--- src/rtl/dma_pkg.sv ---
// Shared types for the DMA responder.
// Status codes are also used by the accelerator register file.
package dma_pkg;

  localparam logic [1:0] ST_IDLE = 2'd0;
  localparam logic [1:0] ST_BUS  = 2'd1;
  localparam logic [1:0] ST_RESP = 2'd2;

  typedef enum logic [1:0] {
    IDLE = ST_IDLE,
    BUS  = ST_BUS,
    RESP = ST_RESP
  } state_t;

  typedef enum logic [1:0] {
    STAT_OK       = 2'd0,
    STAT_BUSERR   = 2'd1,
    STAT_TIMEOUT  = 2'd2,
    STAT_MISALIGN = 2'd3
  } status_t;

  localparam logic [31:0] ERR_DATA_DEF = 32'hDEADBEEF;

  function automatic logic [15:0] sat_inc(
    input logic [15:0] v
  );
    return (v == 16'hFFFF) ? v : v + 16'd1;
  endfunction

endpackage

--- src/rtl/dma_timeout_ctr.sv ---
// Loadable down-counter bounding one Wishbone cycle.
// expired is high in the last allowed bus cycle.
module dma_timeout_ctr #(
  parameter int W = 8
) (
  input  logic         clk,
  input  logic         reset,
  input  logic         load,
  input  logic         en,
  input  logic [W-1:0] load_val,
  output logic         expired
);

  logic [W-1:0] cnt;

  // load at cycle start, count down while the cycle runs
  always_ff @(posedge clk or negedge reset) begin
    if (!reset) begin
      cnt <= '0;
    end else if (load) begin
      cnt <= load_val;
    end else if (en && cnt != '0) begin
      cnt <= cnt - 1'b1;
    end
  end

  assign expired = en && (cnt == W'(1));

endmodule

--- src/rtl/dma_responder.sv ---
// DMA request to Wishbone classic master bridge.
// Every accepted request gets exactly one dma_ack.
module dma_responder
  import dma_pkg::*;
#(
  parameter int ADDR_WIDTH     = 32,
  parameter int DATA_WIDTH     = 32,
  parameter int TIMEOUT_CYCLES = 255,
  parameter logic [DATA_WIDTH-1:0] ERR_DATA =
    DATA_WIDTH'(ERR_DATA_DEF)
) (
  input  logic                  clk,
  input  logic                  reset,
  input  logic                  dma_req,
  input  logic [ADDR_WIDTH-1:0] dma_addr,
  input  logic                  dma_we,
  input  logic [DATA_WIDTH-1:0] dma_wdata,
  output logic [DATA_WIDTH-1:0] dma_rdata,
  output logic                  dma_ack,
  output logic [ADDR_WIDTH-1:0] wbm_adr_o,
  output logic [DATA_WIDTH-1:0] wbm_dat_o,
  input  logic [DATA_WIDTH-1:0] wbm_dat_i,
  output logic                  wbm_we_o,
  output logic [3:0]            wbm_sel_o,
  output logic                  wbm_cyc_o,
  output logic                  wbm_stb_o,
  input  logic                  wbm_ack_i,
  input  logic                  wbm_err_i,
  output logic                  err_flag,
  output logic [ADDR_WIDTH-1:0] err_addr,
  input  logic                  err_clr,
  output logic [15:0]           rd_count,
  output logic [15:0]           wr_count
);

  localparam int TW = (TIMEOUT_CYCLES < 2) ? 1 :
                      $clog2(TIMEOUT_CYCLES + 1);
  localparam bit TO_EN = (TIMEOUT_CYCLES != 0);

  state_t  state, state_d;
  status_t stat;
  logic    start, fin, fin_err;
  logic    ctr_exp, to_exp;
  logic    op_we;
  logic [ADDR_WIDTH-1:0] err_a;

  dma_timeout_ctr #(
    .W(TW)
  ) u_to (
    .clk      (clk),
    .reset    (reset),
    .load     (start),
    .en       (state == BUS),
    .load_val (TW'(TIMEOUT_CYCLES)),
    .expired  (ctr_exp)
  );

  assign to_exp  = TO_EN && ctr_exp;
  assign fin_err = (stat != STAT_OK);
  assign op_we   = (state == IDLE) ? dma_we : wbm_we_o;
  assign err_a   = (state == IDLE) ? dma_addr : wbm_adr_o;

  // state register
  always_ff @(posedge clk or negedge reset) begin
    if (!reset) state <= IDLE;
    else        state <= state_d;
  end

  // next state; fin marks the edge that enters RESP
  always_comb begin
    state_d = state;
    start   = 1'b0;
    fin     = 1'b0;
    stat    = STAT_OK;
    unique case (state)
      IDLE: begin
        if (dma_req) begin
          if (dma_addr[1:0] == 2'b00) begin
            start   = 1'b1;
            state_d = BUS;
          end else begin
            fin     = 1'b1;
            stat    = STAT_MISALIGN;
            state_d = RESP;
          end
        end
      end
      BUS: begin
        if (wbm_err_i) begin
          fin     = 1'b1;
          stat    = STAT_BUSERR;
          state_d = RESP;
        end else if (to_exp) begin
          fin     = 1'b1;
          stat    = STAT_TIMEOUT;
          state_d = RESP;
        end else if (wbm_ack_i) begin
          fin     = 1'b1;
          state_d = RESP;
        end
      end
      RESP:    state_d = IDLE;
      default: state_d = IDLE;
    endcase
  end

  // bus master outputs, response and status
  always_ff @(posedge clk or negedge reset) begin
    if (!reset) begin
      wbm_adr_o <= '0;
      wbm_dat_o <= '0;
      wbm_we_o  <= 1'b0;
      wbm_sel_o <= 4'h0;
      wbm_cyc_o <= 1'b0;
      wbm_stb_o <= 1'b0;
      dma_ack   <= 1'b0;
      dma_rdata <= '0;
      err_flag  <= 1'b0;
      err_addr  <= '0;
      rd_count  <= '0;
      wr_count  <= '0;
    end else begin
      dma_ack <= fin;
      if (start) begin
        wbm_adr_o <= dma_addr;
        wbm_dat_o <= dma_wdata;
        wbm_we_o  <= dma_we;
        wbm_sel_o <= 4'hF;
        wbm_cyc_o <= 1'b1;
        wbm_stb_o <= 1'b1;
      end else if (fin) begin
        wbm_sel_o <= 4'h0;
        wbm_cyc_o <= 1'b0;
        wbm_stb_o <= 1'b0;
      end
      if (fin && !op_we) begin
        dma_rdata <= fin_err ? ERR_DATA : wbm_dat_i;
      end
      if (fin && !fin_err) begin
        if (op_we) wr_count <= sat_inc(wr_count);
        else       rd_count <= sat_inc(rd_count);
      end
      if (fin && fin_err) begin
        err_flag <= 1'b1;
        if (!err_flag || err_clr) err_addr <= err_a;
      end else if (err_clr) begin
        err_flag <= 1'b0;
      end
    end
  end

endmodule

--- config.mk ---
export PLATFORM = sky130hd
export DESIGN_NAME = dma_responder
export DESIGN_NICKNAME = d
export VERILOG_FILES = /design/src/rtl/dma_pkg.sv /design/src/rtl/dma_timeout_ctr.sv /design/src/rtl/dma_responder.sv
export SDC_FILE = /design/constraint.sdc
export NUM_CORES = 1
export LEC_CHECK = 0
export ABC_AREA = 1
export CORE_MARGIN = 1.5
export CORE_UTILIZATION = 45
export DETAILED_ROUTE_END_ITERATION = 10
export PLACE_DENSITY_LB_ADDON = 0.15
export SLEW_MARGIN = 15
export SYNTH_ARGS = -nofsm -noshare
export SYNTH_HDL_FRONTEND = slang
export SYNTH_SLANG_ARGS = --single-unit
--- constraint.sdc ---
create_clock -name clk -period 3.2 [get_ports clk]
set_input_delay 0.32 -clock clk [delete_from_list [all_inputs] [get_ports clk]]
set_output_delay 0.32 -clock clk [all_outputs]
set_load 0.01 [all_outputs]
Word-level counts from Yosys, hierarchy flattened
Cells that the tools add are included.
{"block": "op_classes", "add_sub_neg": 3, "eq_ne": 6, "n_mux": 31, "bitwise_logic": 3, "n_reduce_logical": 20}
{"cell": "$mux W32", "count": 2}
{"cell": "$add A16 B1 Y16 const B", "count": 2}
{"cell": "$eq A16 B16 Y1 const B", "count": 2}
{"cell": "$mux W2", "count": 9}
{"cell": "$mux W8", "count": 2}
{"cell": "$mux W1", "count": 13}
{"cell": "$eq A8 B1 Y1 const B", "count": 1}
{"cell": "$mux W4", "count": 2}
{"cell": "$pmux W2 S2", "count": 2}
{"cell": "$reduce_bool A2 Y1", "count": 4}
{"cell": "$reduce_bool A8 Y1", "count": 1}
{"cell": "$sub A8 B1 Y8 const B", "count": 1}
{"cell": "$reduce_and A3 Y1", "count": 2}
{"cell": "$logic_and A1 B1 Y1", "count": 5}
{"cell": "$logic_not A2 Y1", "count": 2}
{"cell": "$ne A4 B4 Y1 const B", "count": 1}
{"cell": "$reduce_and A2 Y1", "count": 2}
{"cell": "$logic_not A1 Y1", "count": 3}
{"cell": "$not A1 Y1", "count": 3}
{"cell": "$eq A2 B1 Y1 const B", "count": 1}
{"cell": "$ne A2 B2 Y1 const B", "count": 1}
{"cell": "$pmux W1 S2", "count": 1}
{"cell": "$logic_or A1 B1 Y1", "count": 1}
{"block": "word_totals", "regBits": 178, "out_inout_bits": 169, "word_cells": 76}

Longest topological paths before layout
Gate-level depths: netlist of the first run.
{"block": "depth", "ltp_word": 9, "depth_mapped": 10}

Cells and area by module
Synthesis of the first run repeated with hierarchy kept, for this count alone.
{"block": "hier_totals", "cells_unflattened": 1035, "hier_area_um2": 8282.9}
{"mod": "dma_responder", "instances": 1, "cells_each": 945, "area_per_inst_um2": 7648.6, "seq_area_each_um2": 4154.0}
{"mod": "dma_timeout_ctr", "instances": 1, "cells_each": 90, "area_per_inst_um2": 634.4, "seq_area_each_um2": 200.2}

Worst setup path before layout of the first run
OpenSTA, ideal clock, no wires.
{"block": "synth_timing", "kind": "register -> register", "startpoint": "register wr_count[0]", "endpoint": "register wr_count[6]", "arrival_ns": 1.546, "required_ns": 3.079, "path_slack_ns": 1.533, "path_stages_with_launch": 10, "n_path_buf": 1, "synth_period_minus_slack_ns": 1.667, "path_cell_list": "dfrtp_1 ha_1 nand3_1 inv_1 nand2_1 o21ai_4 nor2_4 buf_6 nand2_1 nand2_1"}
{"block": "synth_via", "elab_chain_len": 3, "word_cells_on_any_way": 4, "cone_classes": "add/sub: 1; eq/ne: 1; bitwise: 1; reduce/logical: 1"}
{"element": "start: declaration", "line_no": "dma_responder.sv:33", "source": "output logic [15:0] wr_count"}
{"element": "start signal: assignment", "line_no": "dma_responder.sv:140", "source": "if (op_we) wr_count <= sat_inc(wr_count);"}
{"element": "branches (longest 3 deep; another with $add A16 B1 Y16)"}
Parallel ways; which one is timed is not known.
A chain may end at the register's enable or synchronous reset.

Final worst setup path of the first run
{"block": "layout_timing", "startpoint": "register state[1]", "endpoint": "register rd_count[3]"}
{"block": "layout_via", "elab_chain_len": 9, "word_cells_on_any_way": 15, "cone_classes": "eq/ne: 1; mux: 7; bitwise: 1; reduce/logical: 6"}
{"element": "start: declaration", "line_no": "dma_responder.sv:40", "source": "state_t state, state_d;"}
{"element": "start signal: assignment", "line_no": "dma_responder.sv:66", "source": "else state <= state_d;"}
{"element": "$eq A2 B1 Y1", "line_no": "dma_responder.sv:53, dma_responder.sv:75"}
{"element": "$logic_and A1 B1 Y1", "line_no": "dma_timeout_ctr.sv:27", "source": "assign expired = en && (cnt == W'(1));"}
{"element": "$mux W2", "line_no": "dma_responder.sv:93", "source": "end else if (to_exp) begin"}
{"element": "$mux W2", "line_no": "dma_responder.sv:89", "source": "if (wbm_err_i) begin"}
{"element": "$pmux W2 S2", "line_no": "dma_responder.sv:75", "source": "unique case (state)"}
{"element": "$reduce_bool A2 Y1", "line_no": "dma_responder.sv:59", "source": "assign fin_err = (stat != STAT_OK);"}
{"element": "$logic_not A1 Y1", "line_no": "dma_responder.sv:139", "source": "if (fin && !fin_err) begin"}
{"element": "$logic_and A1 B1 Y1", "line_no": "dma_responder.sv:139"}
{"element": "$reduce_and A3 Y1 (no line) (*)"}
{"element": "end signal: assignment", "line_no": "dma_responder.sv:141", "source": "else rd_count <= sat_inc(rd_count);"}
{"element": "end: declaration", "line_no": "dma_responder.sv:32", "source": "output logic [15:0] rd_count,"}
Every way passes the cells marked *; elsewhere a longest branch is shown, timed or not.

==> impl_metrics.yaml, run 1 <==
layout:
  fill_cells: 1551
  final_cells: 1478
  nNetsFinal: 1345
  area_growth_pct: 40.29
  diodes: 0
  multi_input_area_um2: 3316
  drive_gt1_frac: 0.07766
  seq_area_um2: 4354
drt:
  routed_wl_um: 20520
  drc: 0
  wl_met1_um: 9349
  top_layer: "met4"
  drt.antenna.violating_nets: 0
  dr_wl_met2_um: 9659
  avgViaCountPerCell: 4.781
  drt_iter0_drc: 335
  vias: 7066
  avgRoutedWirePerCell_um: 13.88
  dr_wl_met3_um: 1094
  drt_first_pass_iters: 5
worst_setup_path:
  path_class: "reg -> reg"
  arrival_ns: 2.63
  r2r_slack_ns: 0.93
  cpMaxStageDelayCell: "buf_4"
  endpoint: "rd_count[3]"
  reg2reg_to: "rd_count[3]"
  cp-start-kind: "flip-flop"
  critPathMaxStageDelay_ns: 0.50
  timing.rr.start: "state[1]"
  crit_required_ns: 3.56
  reg2reg_depth: 8
  crit_top_cell: "nand2_1"
  crit_start: "state[1]"
  worstPathMaxFanout: 66
  critPathCaptureType: "flip-flop"
  cp_cell_sequence: "nor2_4 > buf_4 > nand2_1 > o21ai_4 > o21ai_4 > nor2_4 > nand2_1 > nand2_1"
place:
  io_buffers: 271
  globalplace.congestion: 0.8274
  placed_cells: 1446
  hpwl_um: 14340
clock_network:
  cts.sinks: 174
  clock-root-buffer: "clkbuf_16"
  tritoncts: "yes"
  cts_buffer_depth: 2
  clock_latency_ns: 0.42
  cts_htree_levels: 4
  cts_inserted_buffers: 17
  cts_setup_buffers: 0
  path_clk_slew_ns: 0.07
timing:
  setup_viol: 0
  report.final.slew_viol_count: 0
  relSlewSlack: 0.5650
  tns_ns: 0
  max_freq_mhz: 440.2
  worst_slew_pin_slew_ns: 0.6526
  finClkSkew_ns: 0.01083
  rsz0062_at_grt: "false"
  period_share: 0.7100
  fin_crit_ns: 2.272
  hold_viol: 0
global_routing:
  antenna_found_initial: 0
  grt_pass1_vias: 6745
  grt_usage: 0.2146
  grt_overflow_total: 0
  grt_max_degree: 67
  grt_pass1_wl_um: 33630
synthesis:
  synth_top_area_share: 0.5232
  yosys.area.top_type: "dfrtp_1"
  synth_area_um2: 8322
  synth.distinct_cells: 29
  yosys_warnings: 0
  synth.most_common_cell: "nand2_1"
  syn_nets: 1093
  ys_ff_latch: 174
  ys_seq_area_frac: 0.5232
  synth_edf_count: 0
  avgSynthCellArea_um2: 8.448
  synth_cells: 985
  async_flop_share: 1.000
  synth_ff_type: "dfrtp_1"
  netlist_top_cells_count: "nand2_1 (367), dfrtp_1 (174), inv_1 (80), o21ai_0 (68), nor2_1 (61)"
  synth_area_leaders: "dfrtp_1 (52%), nand2_1 (17%), o21ai_0 (4.1%), inv_1 (3.6%), o21ai_2 (3.6%)"
run_status:
  status: "completed"
floorplanning:
  rows: 49
  floorplan.initialDensity: 0.4617
  die_height_um: 139.0
  io_pins: 272
  fp.dieArea_um2: 19320
  core_um2: 18020
  die-width_um: 139.0
worst_hold_path:
  hold_class: "in -> reg"
power_and_ir_drop:
  p_leak_nw: 5.819
  vdd_drop_max_mv: 0.4783
  p_per_area_nw_per_um2: 663.2
run:
  cap_violations: 0
==> worst min path at each step <==
stage | startpoint | to | slack (ns) | depth (start not counted)
after floorplan | reset | dma_ack | 0.02 | 0
after global placement | reset | wbm_dat_o[25] | 0.37 | 1
after detailed placement | reset | wbm_dat_o[25] | 0.36 | 1
after CTS | dma_wdata[24] | wbm_dat_o[24] | 0.41 | 3
after global routing | dma_wdata[8] | wbm_dat_o[8] | 0.43 | 3
final | dma_wdata[24] | wbm_dat_o[24] | 0.43 | 3
==> cell families after synthesis <==
logic type	Yosys count	share of synthesized area
adder cells (fa/ha/maj)	5	0.007518
XOR/XNOR	25	0.02631
multiplexers	1	0.001203
AO/OA/AOI/OAI	174	0.1337
buffers and inverters	135	0.07834
flip-flops	174	0.5232
AND/OR/NAND/NOR	471	0.2297
==> flip-flops by register name, indices dropped and copies added, names as in the netlist <==
signal,count
wr_count,16
err_flag,1
wbm_we_o,1
u_to.cnt,8
err_addr,32
dma_ack,1
dma_rdata,32
wbm_sel_o,1
rd_count,16
state,2
wbm_dat_o,32
wbm_adr_o,32
==> stage by stage <==
step           power (mW)  hold slack [ns]  worst slack (ns)  instance area (um2)    util
6_report            7.742           0.4304            0.9281                11670  0.6477
5_1_grt             8.192           0.4281            0.6781                11670  0.6477
3_3_place_gp        5.696           0.3657            0.8604                11090  0.6150
4_1_cts             7.821           0.4123            0.8561                11670  0.6477
3_5_place_dp        5.750           0.3622            0.8486                11090  0.6150
2_1_floorplan       4.269          0.02441             1.533                 8322       -
==> power breakdown <==
group          switching (mW)  total [mW]  internal, mW
clock network           0.876        2.05          1.17
logic                    1.18        2.58          1.39
registers               0.347        3.12          2.77
total                    2.41        7.74          5.33
==> layout make-up <==
cell class	instances	share of cell area
clock inverter	12	0.01168
timing repair buffer	280	0.2406
tap	229	0.02454
sequential	174	0.3730
inverter	88	0.02829
clock buffer	19	0.03794
multi-input combinational	676	0.2840
==> routing by layer <==
layer,vias up,track usage
li1,3591,-
met1,3263,0.2879
met2,186,0.3504
met3,26,0.04420
met4,0,0.06853
met5,-,0
==> cells in the final DEF, fill, tap and decap left out, types with 2 or more instances in the layout <==
cell type        Yosys  layout
nand3_2              2       2
inv_6                0       3
clkdlybuf4s50_1      0     270
clkinv_2             0       2
o21bai_1            32      32
o21ai_4              3       3
nand2_4              3       3
clkinv_1             2       2
clkinv_4             0       2
ha_1                 5       5
o21ai_0             68      68
clkinvlp_4           0       3
buf_12               0       2
nor2_4               4       4
o21ai_2             34      34
nand4_1              2       2
nand3_1             25      25
nor2_1              61      61
buf_4                8       6
nand2_1            367     367
o21ai_1             37      37
xor2_1              25      25
clkbuf_16            0      17
nand2_2              2       2
bufinv_16            0       2
dfrtp_1            174     174
inv_2                6       6
inv_1               80      80
==> critical path, delay by kind of cell, from the launching register on <==
family,cells,cell delay [ns]
and+or+nand+nor,5,0.88
AOI/OAI and AO/OA,2,0.39
buffers and inverters,1,0.50
DFF,1,0.43
==> what timing repair did <==
action	4_1_cts	5_1_grt
hold endpoints to repair	63	0
hold buffers	1	0
gates resized for setup	0	0
Note: power is estimated with default switching activity, not from simulation.
==> run 2, diff against run 1 <==
==> constraint.sdc (replaced) <==
create_clock -name clk -period 2.3 [get_ports clk]
set_input_delay 0.23 -clock clk [delete_from_list [all_inputs] [get_ports clk]]
set_output_delay 0.23 -clock clk [all_outputs]
set_load 0.01 [all_outputs]
==> run 2 against run 1 <==
Net effect: sequential power is 39% higher; clock-buffer cell count decreased by 1; clock skew about the same; sequential cell count stayed put; register-to-register slack got worse by 0.51 ns; sequential share of layout area shrank 0.54 points; fmax increased by 21%; power increased by 41%; global-route usage rose by 0.43 points; hold slack worse by 0.10 ns; non-clock buffer count is 13 higher; largest cell class unchanged; largest power group unchanged.
==> impl_metrics.yaml, run 2 (same netlist as run 1, synthesis figures left out) <==
run_status:
  status: "completed"
timing:
  period_share: 0.8175
  worst_slew_pin_slew_ns: 0.5147
  fin_crit_ns: 1.880
  setup_viol: 0
  hold_viol: 0
  finClkSkew_ns: 0.01038
  relSlewSlack: 0.6569
  tns_ns: 0
  report.final.slew_viol_count: 0
  max_freq_mhz: 531.8
  hold_slack_ns: 0.3263
  rsz0062_at_grt: "false"
floorplanning:
  core_um2: 18020
  floorplan.initialDensity: 0.4617
  die-width_um: 139.0
  fp.dieArea_um2: 19320
  io_pins: 272
  rows: 49
  die_height_um: 139.0
global_routing:
  grt_overflow_total: 0
  grt_pass1_wl_um: 34500
  grt_max_degree: 56
  grt_pass1_vias: 6876
  antenna_found_initial: 0
  grt_usage: 0.2189
clock_network:
  cts_resized: 0
  cts_setup_buffers: 0
  cts_inserted_buffers: 17
  path_clk_slew_ns: 0.07
  clock-root-buffer: "clkbuf_16"
  clock_latency_ns: 0.43
  holdBufCountCts: 1
  tritoncts: "yes"
  cts_buffer_depth: 2
  cts.sinks: 174
  cts_htree_levels: 4
drt:
  drt_first_pass_iters: 5
  vias: 7216
  drt.antenna.violating_nets: 0
  avgRoutedWirePerCell_um: 13.91
  avgViaCountPerCell: 4.836
  drc: 0
  routed_wl_um: 20760
  drt_iter0_drc: 328
worst_setup_path:
  arrival_ns: 2.19
  crit_top_cell: "inv_1"
  crit_required_ns: 2.61
  timing.rr.start: "u_to.cnt[1]"
  r2r_slack_ns: 0.42
  critPathCaptureType: "flip-flop"
  reg2reg_depth: 9
  cpMaxStageDelayCell: "dfrtp_1"
  critPathMaxStageDelay_ns: 0.38
  reg2reg_to: "dma_rdata[8]"
  cp_cell_sequence: "inv_1 > ha_1 > inv_1 > nor2_2 > nand3_2 > nand2_4 > clkinv_1 > nand2_1 > o21ai_2"
  worstPathMaxFanout: 15
  path_class: "reg -> reg"
  cp-start-kind: "flip-flop"
layout:
  fill_cells: 1541
  mostFrequentLayoutCells: "nand2_1 (367), clkdlybuf4s50_1 (270), dfrtp_1 (174)"
  final_area_um2: 11850
  final_cells: 1492
  area_growth_pct: 42.34
  drive_gt1_frac: 0.08789
  nNetsFinal: 1358
  final_common_cell: "nand2_1"
  diodes: 0
power_and_ir_drop:
  p_int_mw: 7.483
  combPwrFrac: 0.333
  p_clk_frac: 0.271
  p_leak_nw: 5.907
  p_sw_mw: 3.472
  p_per_area_nw_per_um2: 924.8
  power_frac_seq: 0.396
  p_sw_frac: 0.3169
  total_power_mw: 10.95
  vdd_drop_max_mv: 0.6912
worst_hold_path:
  hold_class: "in -> async"
place:
  dpl-instance-area_um2: 11230
  globalplace.congestion: 0.8249
  placed_cells: 1459
  io_buffers: 271
  hpwl_um: 15030
run:
  cap_violations: 0
## run 2: changes by cell type in the layout (fill, tap and decap cells not counted), moves of 2 or more
cell / before / now
buf_4: 6 / 15
inv_8: 0 / 5
buf_12: 2 / 6
clkinv_2: 2 / 0
clkinv_4: 2 / 0
## run 2: how the worst max path moves through the flow
stage                           start             to  slack (ns)  cells after the start
after floorplan           wr_count[0]    wr_count[6]        0.63                      9
after global placement    dma_addr[0]   dma_rdata[8]        0.31                     10
after detailed placement  dma_addr[0]   dma_rdata[8]        0.28                     10
after CTS                 u_to.cnt[1]   dma_rdata[8]        0.38                      9
after global routing      u_to.cnt[1]  dma_rdata[14]        0.20                      9
final                     u_to.cnt[1]   dma_rdata[8]        0.42                      9
## run 2: metal layers
| layer | up-vias | routed length, um | global-route usage | share of wire |
|---|---|---|---|---|
| met5 | - | 0 | 0 | 0 |
| met1 | 3394 | 9232 | 0.2903 | 0.44 |
| met4 | 0 | 412 | 0.06579 | 0.020 |
| met2 | 186 | 10060 | 0.3658 | 0.48 |
| met3 | 28 | 1056 | 0.04144 | 0.051 |
| li1 | 3608 | - | - | - |
## run 2: worst max-delay path: cells and delay by family, from the launching register on
kind	cells	cell delay [ns]
fa+ha+maj	1	0.16
flops	1	0.38
compound gates	1	0.06
buf+inv	3	0.46
simple gates	4	0.70
## run 2: power groups by stage
stage	Sequential (mW)	Clock, mW	Combinational [mW]
floorplan	4.70	0	1.24
finish	4.34	2.96	3.65
CTS	4.34	3.02	3.71
detailed placement	4.38	0	3.69
global placement	4.37	0	3.62
global route	4.45	3.13	3.99
## run 2: cell type report
type                    count  area (um2)  area share
flip-flops and latches    174        4354      0.3676
inverters                  88       330.3     0.02789
well taps                 229       286.5     0.02419
clock inverters            14       172.7     0.01458
repair buffers            293        2957      0.2496
multi-input cells         676        3316      0.2799
clock buffers              18       429.2     0.03623
## run 2: metrics by stage
step | setup WS [ns] | utilization
finish | 0.4197 | 0.6572
CTS | 0.3806 | 0.6572
detailed placement | 0.2791 | 0.6232
global route | 0.1978 | 0.6572
floorplan | 0.6332 | -
global placement | 0.3109 | 0.6232
